`src/rtl/spi_regfile_rx.sv`:
```
// spi_regfile_rx
//   Write-only SPI (mode 0) receiver feeding five 8-bit configuration
//   registers. A frame is 16 bits, MSB first: bit15 = R/W (1 = write),
//   bits 14:8 = address, bits 7:0 = data. Only writes to addresses
//   0x00..0x04 with exactly 16 SCLK rises are committed.
//
// Ports
//   clk              sole clock, rising edge
//   rst              synchronous active-high reset
//   ui_in[0]         SCLK (async)
//   ui_in[1]         COPI (async)
//   ui_in[2]         nCS  (async, active low)
//   ui_in[7:3]       unused
//   en_reg_out_7_0   register 0x00
//   en_reg_out_15_8  register 0x01
//   en_reg_pwm_7_0   register 0x02
//   en_reg_pwm_15_8  register 0x03
//   pwm_duty_cycle   register 0x04
//   frame_ok         one-cycle pulse, write committed
//   frame_err        one-cycle pulse, frame discarded
module spi_regfile_rx #(
  parameter int SYNC_STAGES = 2
) (
  input  logic       clk,
  input  logic       rst,
  input  logic [7:0] ui_in,
  output logic [7:0] en_reg_out_7_0,
  output logic [7:0] en_reg_out_15_8,
  output logic [7:0] en_reg_pwm_7_0,
  output logic [7:0] en_reg_pwm_15_8,
  output logic [7:0] pwm_duty_cycle,
  output logic       frame_ok,
  output logic       frame_err
);

  typedef enum logic {IDLE, RECV} state_t;

  logic unused_bits;
  assign unused_bits = &{1'b0, ui_in[7:3]};

  // Input synchronizers. nCS resets to its inactive (high) level.
  logic [SYNC_STAGES-1:0] sclk_sync, copi_sync, ncs_sync;

  // NOTE: sequential state is always assigned with <= so every flop samples
  // the pre-edge value of its neighbours; = here would collapse the chain.
  always_ff @(posedge clk) begin
    if (rst) begin
      sclk_sync <= '0;
      copi_sync <= '0;
      ncs_sync  <= '1;
    end else begin
      sclk_sync <= {sclk_sync[SYNC_STAGES-2:0], ui_in[0]};
      copi_sync <= {copi_sync[SYNC_STAGES-2:0], ui_in[1]};
      ncs_sync  <= {ncs_sync[SYNC_STAGES-2:0], ui_in[2]};
    end
  end

  logic sclk_s, copi_s, ncs_s;
  assign sclk_s = sclk_sync[SYNC_STAGES-1];
  assign copi_s = copi_sync[SYNC_STAGES-1];
  assign ncs_s  = ncs_sync[SYNC_STAGES-1];

  // Edge detection against one-cycle-delayed copies; the detected edges are
  // registered, and COPI is delayed alongside so it lines up with sclk_rise_q.
  logic sclk_d, copi_d, ncs_d;
  logic sclk_rise_q, ncs_fall_q, ncs_rise_q;

  // After reset the nCS chain still holds its forced-high value for
  // SYNC_STAGES cycles. flush marks when the chain reflects the real pin;
  // armed is set once a genuine high nCS has been seen, so a frame already
  // in progress at reset release cannot fake an nCS fall.
  logic [SYNC_STAGES-1:0] flush;
  logic                   armed;

  always_ff @(posedge clk) begin
    if (rst) begin
      sclk_d      <= 1'b0;
      copi_d      <= 1'b0;
      ncs_d       <= 1'b1;
      flush       <= '0;
      armed       <= 1'b0;
      sclk_rise_q <= 1'b0;
      ncs_fall_q  <= 1'b0;
      ncs_rise_q  <= 1'b0;
    end else begin
      sclk_d      <= sclk_s;
      copi_d      <= copi_s;
      ncs_d       <= ncs_s;
      flush       <= {flush[SYNC_STAGES-2:0], 1'b1};
      armed       <= armed | ((&flush) & ncs_s);
      sclk_rise_q <= sclk_s & ~sclk_d;
      ncs_fall_q  <= armed & ncs_d & ~ncs_s;
      ncs_rise_q  <= ~ncs_d & ncs_s;
    end
  end

  state_t      state;
  logic [15:0] shift;
  logic [4:0]  bit_cnt;
  logic        frame_valid;

  assign frame_valid = (bit_cnt == 5'd16) && shift[15] && (shift[14:8] <= 7'h04);

  // NOTE: every register, including the datapath shift register and counter,
  // is reset so simulation never carries X into the frame checks.
  always_ff @(posedge clk) begin
    if (rst) begin
      state           <= IDLE;
      shift           <= '0;
      bit_cnt         <= '0;
      en_reg_out_7_0  <= '0;
      en_reg_out_15_8 <= '0;
      en_reg_pwm_7_0  <= '0;
      en_reg_pwm_15_8 <= '0;
      pwm_duty_cycle  <= '0;
      frame_ok        <= 1'b0;
      frame_err       <= 1'b0;
    end else begin
      frame_ok  <= 1'b0;
      frame_err <= 1'b0;
      case (state)
        IDLE: begin
          if (ncs_fall_q) begin
            state   <= RECV;
            shift   <= '0;
            bit_cnt <= '0;
          end
        end
        RECV: begin
          // nCS rise wins over a coincident SCLK rise: that bit is dropped.
          if (ncs_rise_q) begin
            state <= IDLE;
            if (frame_valid) begin
              frame_ok <= 1'b1;
              case (shift[14:8])
                7'h00:   en_reg_out_7_0  <= shift[7:0];
                7'h01:   en_reg_out_15_8 <= shift[7:0];
                7'h02:   en_reg_pwm_7_0  <= shift[7:0];
                7'h03:   en_reg_pwm_15_8 <= shift[7:0];
                7'h04:   pwm_duty_cycle  <= shift[7:0];
                default: ;
              endcase
            end else begin
              frame_err <= 1'b1;
            end
          end else if (sclk_rise_q) begin
            shift <= {shift[14:0], copi_d};
            if (bit_cnt != 5'd17) bit_cnt <= bit_cnt + 5'd1;
          end
        end
        default: state <= IDLE;
      endcase
    end
  end

endmodule

```
`config.mk`:
```
export PLATFORM = sky130hd
export DESIGN_NAME = spi_regfile_rx
export DESIGN_NICKNAME = d
export VERILOG_FILES = /design/src/rtl/spi_regfile_rx.sv
export SDC_FILE = /design/constraint.sdc
export NUM_CORES = 1
export LEC_CHECK = 0
export CAP_MARGIN = 10
export CORE_ASPECT_RATIO = 0.9
export CORE_MARGIN = 2
export CORE_UTILIZATION = 40
export CTS_CLUSTER_DIAMETER = 120
export CTS_CLUSTER_SIZE = 30
export DETAILED_ROUTE_END_ITERATION = 10
export DONT_BUFFER_PORTS = 1
export GPL_TIMING_DRIVEN = 0
export PLACE_DENSITY = 0.57
export SLEW_MARGIN = 0
export SYNTH_ARGS = -nofsm -noshare
export SYNTH_HDL_FRONTEND = slang
export SYNTH_SLANG_ARGS = --single-unit
```
`constraint.sdc`:
```
create_clock -name clk -period 1.9 [get_ports clk]
set_input_delay 0.475 -clock clk [delete_from_list [all_inputs] [get_ports clk]]
set_output_delay 0.475 -clock clk [all_outputs]
set_load 0.1 [all_outputs]
```
After elaboration in Yosys (flattened, before gate mapping)
Cells that the tools add are included.

storage, ports and cells
  register bits after elaboration = 79
  output and inout bits = 42
  word-level logic and storage cells = 72

cells by class
  multiplexer cells = 15
  $add $sub $neg = 1
  $lt $le $gt $ge = 1
  reduce and logical (&&, ||, !) cells = 12
  bitwise gates (word level) = 11
  equal/unequal tests = 10

operator list
  cell                                                                      number
  16-bit 2-to-1 mux                                                         3
  16-bit one-hot mux with 2 select lines                                    1
  4-bit AND reduction                                                       6
  5-bit 2-to-1 mux                                                          4
  7-bit by 2-bit == test with 1-bit output (second input constant)          2
  5-bit one-hot mux with 2 select lines                                     1
  7-bit by 1-bit == test with 1-bit output (second input constant)          1
  7-bit by 3-bit == test with 1-bit output (second input constant)          1
  7-bit by 3-bit <= comparator with 1-bit output (second input constant)    1
  7-bit zero test                                                           1
  2-bit inequality test (second input constant)                             3
  5-bit by 1-bit adder with 5-bit output (second input constant)            1
  1-bit bitwise AND                                                         5
  5-bit == test (second input constant)                                     1
  1-bit 2-to-1 mux                                                          5
  5-bit inequality test (second input constant)                             1
  1-bit inverter                                                            5
  3-bit AND reduction                                                       1
  3-bit OR reduction                                                        1
  1-bit logical AND                                                         2
  2-bit by 1-bit inequality test with 1-bit output (second input constant)  1
  1-bit one-hot mux with 2 select lines                                     1
  2-bit AND reduction                                                       1
  1-bit bitwise OR                                                          1

Depth between registers and ports, before layout
Gate-level depths: netlist (run 1).

  word-level depth = 5
  gate-level depth with buffers = 7

Worst setup path after synthesis (run 1)
Ideal clock, no wire load.

  path kind = reg2reg
  start = register bit_cnt[0]
  end = register en_reg_pwm_15_8[0]
  path slack = 0.377 ns
  clock period less this slack = 1.523 ns
  library setup time = 0.072 ns
  required time = 1.828 ns
  arrival time = 1.451 ns
  stages on the path, launching flop included = 8
  cell sequence = dfxtp_1 inv_1 ha_1 nor2b_1 clkbuf_1 and4_2 buf_4 mux2i_1

on the way
  cells in the longest elaborated chain, start to end = 4

ends and longest elaborated chain
  what                             line  text
  from (decl)                      99    logic [4:0] bit_cnt;
  from (signal assigned)           148   if (bit_cnt != 5'd17) bit_cnt <= bit_cnt + 5'd1;
  5-bit == test                    102   assign frame_valid = (bit_cnt == 5'd16) && shift[15] && (shift[14:8] <= 7'h04);
  1-bit logical AND (2 in series)  102
  4-bit AND reduction (no line)    --
  to (signal assigned)             139   7'h03: en_reg_pwm_15_8 <= shift[7:0];
  to (decl)                        30    output logic [7:0] en_reg_pwm_15_8,

No other way between the ends.
A chain may end at the register's enable or synchronous reset.

Worst setup path in the final report (run 1)
  start = register en_reg_out_15_8[5]
  end = output en_reg_out_15_8[5]

RTL lines
  what                    line  text
  from (decl)             28    output logic [7:0] en_reg_out_15_8,
  from (signal assigned)  137   7'h01: en_reg_out_15_8 <= shift[7:0];

No word-level cell between the ends.

==> reports/qor.csv, run 1 <==
metric,value,unit
outcome,completed,
met3 WL,319,um
via count,2109,
TritonCTS Buffers,9,
Rel. slew slack,0.336,
global-route wire length before repair,10.5,mm
critical path arrival,1.34,ns
most instantiated cells after synthesis,"79 x dfxtp_1, 70 x nand2_1, 43 x mux2i_1, 19 x nand3_1, 17 x a21oi_1",
LEAKAGE,1.41,nW
Synth Instances,301,
diodes inserted,0,
Max Used Layer,met4,
Startpoint Class,register,
Slew @ Worst Pin,0.995,ns
Syn Nets,314,
Max IR drop VDD,0.432,mV
Final Hold Fails,0,
drt via density,5.16,
residual DRC count,0,
final instance area,3280,um^2
final setup margin,0.0885,ns
CTS Root Cell,clkbuf_8,
"Hold-fix buffers, CTS",0,
"Setup violations, final",0,
Routed Antenna Nets,0,
post-synth top area share,0.531,
Area growth syn-to-layout,10.2,%
later-pin clock latency in the skew report,0.35,ns
Core Region,7150,um^2
number of synthesis warnings,0,
total wire length,6.37,mm
Synth async-reset ratio,0,
drt initial violations,113,
Min-Delay Path Class,in -> reg,
synth top area cells,"dfxtp_1 53%, mux2i_1 14%, nand2_1 8.8%",
final non-filler cell total,409,
I/O pin cnt,52,
CP Launch Point,en_reg_out_15_8[5],
Die Ht,85.9,um
synthesis-stage register bit count,79,
post-DP HPWL,4.45,mm
number of antenna violations at the first check in global routing,0,
DP Worst Slack,0.0766,ns
Starting Density,0.417,
"Reg clk slew, reported paths",0.08,ns
WP data required,1.42,ns
share of layout cells above drive strength 1,0.104,
# Max-Cap Violations,0,
RSZ-0062 raised after global routing,true,
largest net degree at the start of global routing,14,
CTS tree,built,
FF-to-FF Start,shift[11],
top-count cell post-synth,dfxtp_1,
GP Congestion,0.771,
Post-synth EDFFs,0,
sequential share of the synthesized area,0.531,
Rows,29,
hold wc startpoint,rst,
NumNets Final,325,
Worst Setup End Kind,primary output,
critical path class,reg -> out,
DRT Pass-1 Iters,4,
clk sink count,79,
f_max,552,MHz
Synth Cell Area,2980,um^2
H-tree levels,3,
Netlist cell types,36,
GRT Total Usage,0.171,
met1 wire length,3.16,mm
GRT Residual Overflow,0,
met2 WL,2.82,mm
vias in the first global route,2054,
"Avg Cell Area, Syn",9.89,um^2
Yosys top cell by area,dfxtp_1,
number of I/O port buffers,0,
fill count,685,
Most used DFF post-synth,dfxtp_1,
DP Area,3090,um^2
CTS max path bufs,2,
die area,8150,um^2
final period utilization,0.953,
WL per Instance,15.6,um
CP max FO,2,
Max Transition Viols Final,0,
PwrDens,890,nW/um^2
Inst Count DP,394,
DIE WIDTH,95.0,um
fin crit period,1.81,ns
Clock Skew,0.00954,ns
[logic make-up after synthesis]
| logic type | after synthesis | share of synthesized area |
|---|---|---|
| and+or+nand+nor | 130 | 0.229 |
| DFF | 79 | 0.531 |
| muxes | 45 | 0.152 |
| AOI/OAI and AO/OA | 25 | 0.0492 |
| buffers and inverters | 19 | 0.0265 |
| adders and majority gates | 3 | 0.0126 |
[cells in the final DEF (no fill, tap or decap), drive strengths merged, types with 2 or more instances in the layout]
| cell | instances |
|---|---|
| a21oi | 17 |
| and3 | 2 |
| and4 | 2 |
| buf | 7 |
| clkbuf | 19 |
| clkinvlp | 2 |
| dfxtp | 79 |
| ha | 3 |
| inv | 4 |
| mux2 | 2 |
| mux2i | 43 |
| nand2 | 70 |
| nand2b | 2 |
| nand3 | 19 |
| nand4 | 5 |
| nor2 | 3 |
| nor2b | 11 |
| nor3 | 2 |
| nor4b | 2 |
| nor4bb | 4 |
| o2111ai | 2 |
| o21ai | 2 |
| or2 | 3 |
[final timing paths]
check / slack, ns / endpoint / cells past startpoint
max: 0.09 / en_reg_out_15_8[5] / 0
max reg2reg: 0.13 / en_reg_out_7_0[3] / 3
min reg2reg: 0.39 / sclk_rise_q / 1
min: 0.20 / sclk_d / 1
[state kept, by name, summed over array words and instances, names as in the netlist]
name	count
shift	16
en_reg_out_15_8	8
en_reg_out_7_0	8
en_reg_pwm_15_8	8
en_reg_pwm_7_0	8
pwm_duty_cycle	8
bit_cnt	5
copi_sync	2
flush	2
ncs_sync	2
sclk_sync	2
armed	1
copi_d	1
frame_err	1
frame_ok	1
ncs_d	1
ncs_fall_q	1
ncs_rise_q	1
sclk_d	1
sclk_rise_q	1
state	1
[worst reg2reg max path, cell delays in order, from the launching register on]
cell     delay (ns)
dfxtp_1        0.35
nor4b_4        0.58
nand4_2        0.50
mux2i_1        0.23
[area by class of cell]
type                       count  area, um^2  share of cell area
clock buffer                  10         128              0.0389
tap                           93         116              0.0355
clock inverter                 5        58.8              0.0179
buffer                        16        68.8              0.0210
sequential                    79        1580               0.482
inverter                       3        11.3             0.00343
multi-input combinational    203        1320               0.401
[per-layer routing]
layer	vias up	global-route usage
met4	0	0.0672
met3	7	0.0571
met2	41	0.253
li1	1063	-
met5	-	0
met1	998	0.232
[repair_timing]
item,4_1_cts,5_1_grt
setup buffers,0,0
endpoints found under the setup margin,0,34
resized for setup,0,2
[metrics by stage]
| stage | power, mW | utilization | TNS, ns | hold slack, ns |
|---|---|---|---|---|
| 2_1_floorplan | 1.74 | - | 0 | 0.367 |
| 3_3_place_gp | 1.76 | 0.433 | 0 | 0.374 |
| 3_5_place_dp | 1.76 | 0.433 | 0 | 0.377 |
| 4_1_cts | 2.96 | 0.459 | 0 | 0.180 |
| 5_1_grt | 3.03 | 0.459 | -0.00167 | 0.182 |
| 6_report | 2.92 | 0.459 | 0 | 0.199 |
[report_power, final]
part | switching (mW) | internal (mW) | leakage (nW)
combinational | 0.0364 | 0.0128 | 0.679
clock | 0.601 | 0.602 | 0.0888
sequential | 0.00446 | 1.67 | 0.639
(Power assumes the default switching activity.)
==> inputs of run 2 (changes only) <==
--- a/config.mk
+++ b/config.mk
@@ -5,7 +5,7 @@
 export SDC_FILE = /design/constraint.sdc
 export NUM_CORES = 1
 export LEC_CHECK = 0
-export CAP_MARGIN = 10
+export CAP_MARGIN = 30
 export CORE_ASPECT_RATIO = 0.9
 export CORE_MARGIN = 2
 export CORE_UTILIZATION = 40
@@ -13,6 +13,7 @@
 export CTS_CLUSTER_SIZE = 30
 export DETAILED_ROUTE_END_ITERATION = 10
 export DONT_BUFFER_PORTS = 1
+export GPL_ROUTABILITY_DRIVEN = 0
 export GPL_TIMING_DRIVEN = 0
 export PLACE_DENSITY = 0.57
 export SLEW_MARGIN = 0
==> results of run 2 <==
Same layout as run 1: the final DEF is identical, and so are final timing and power.
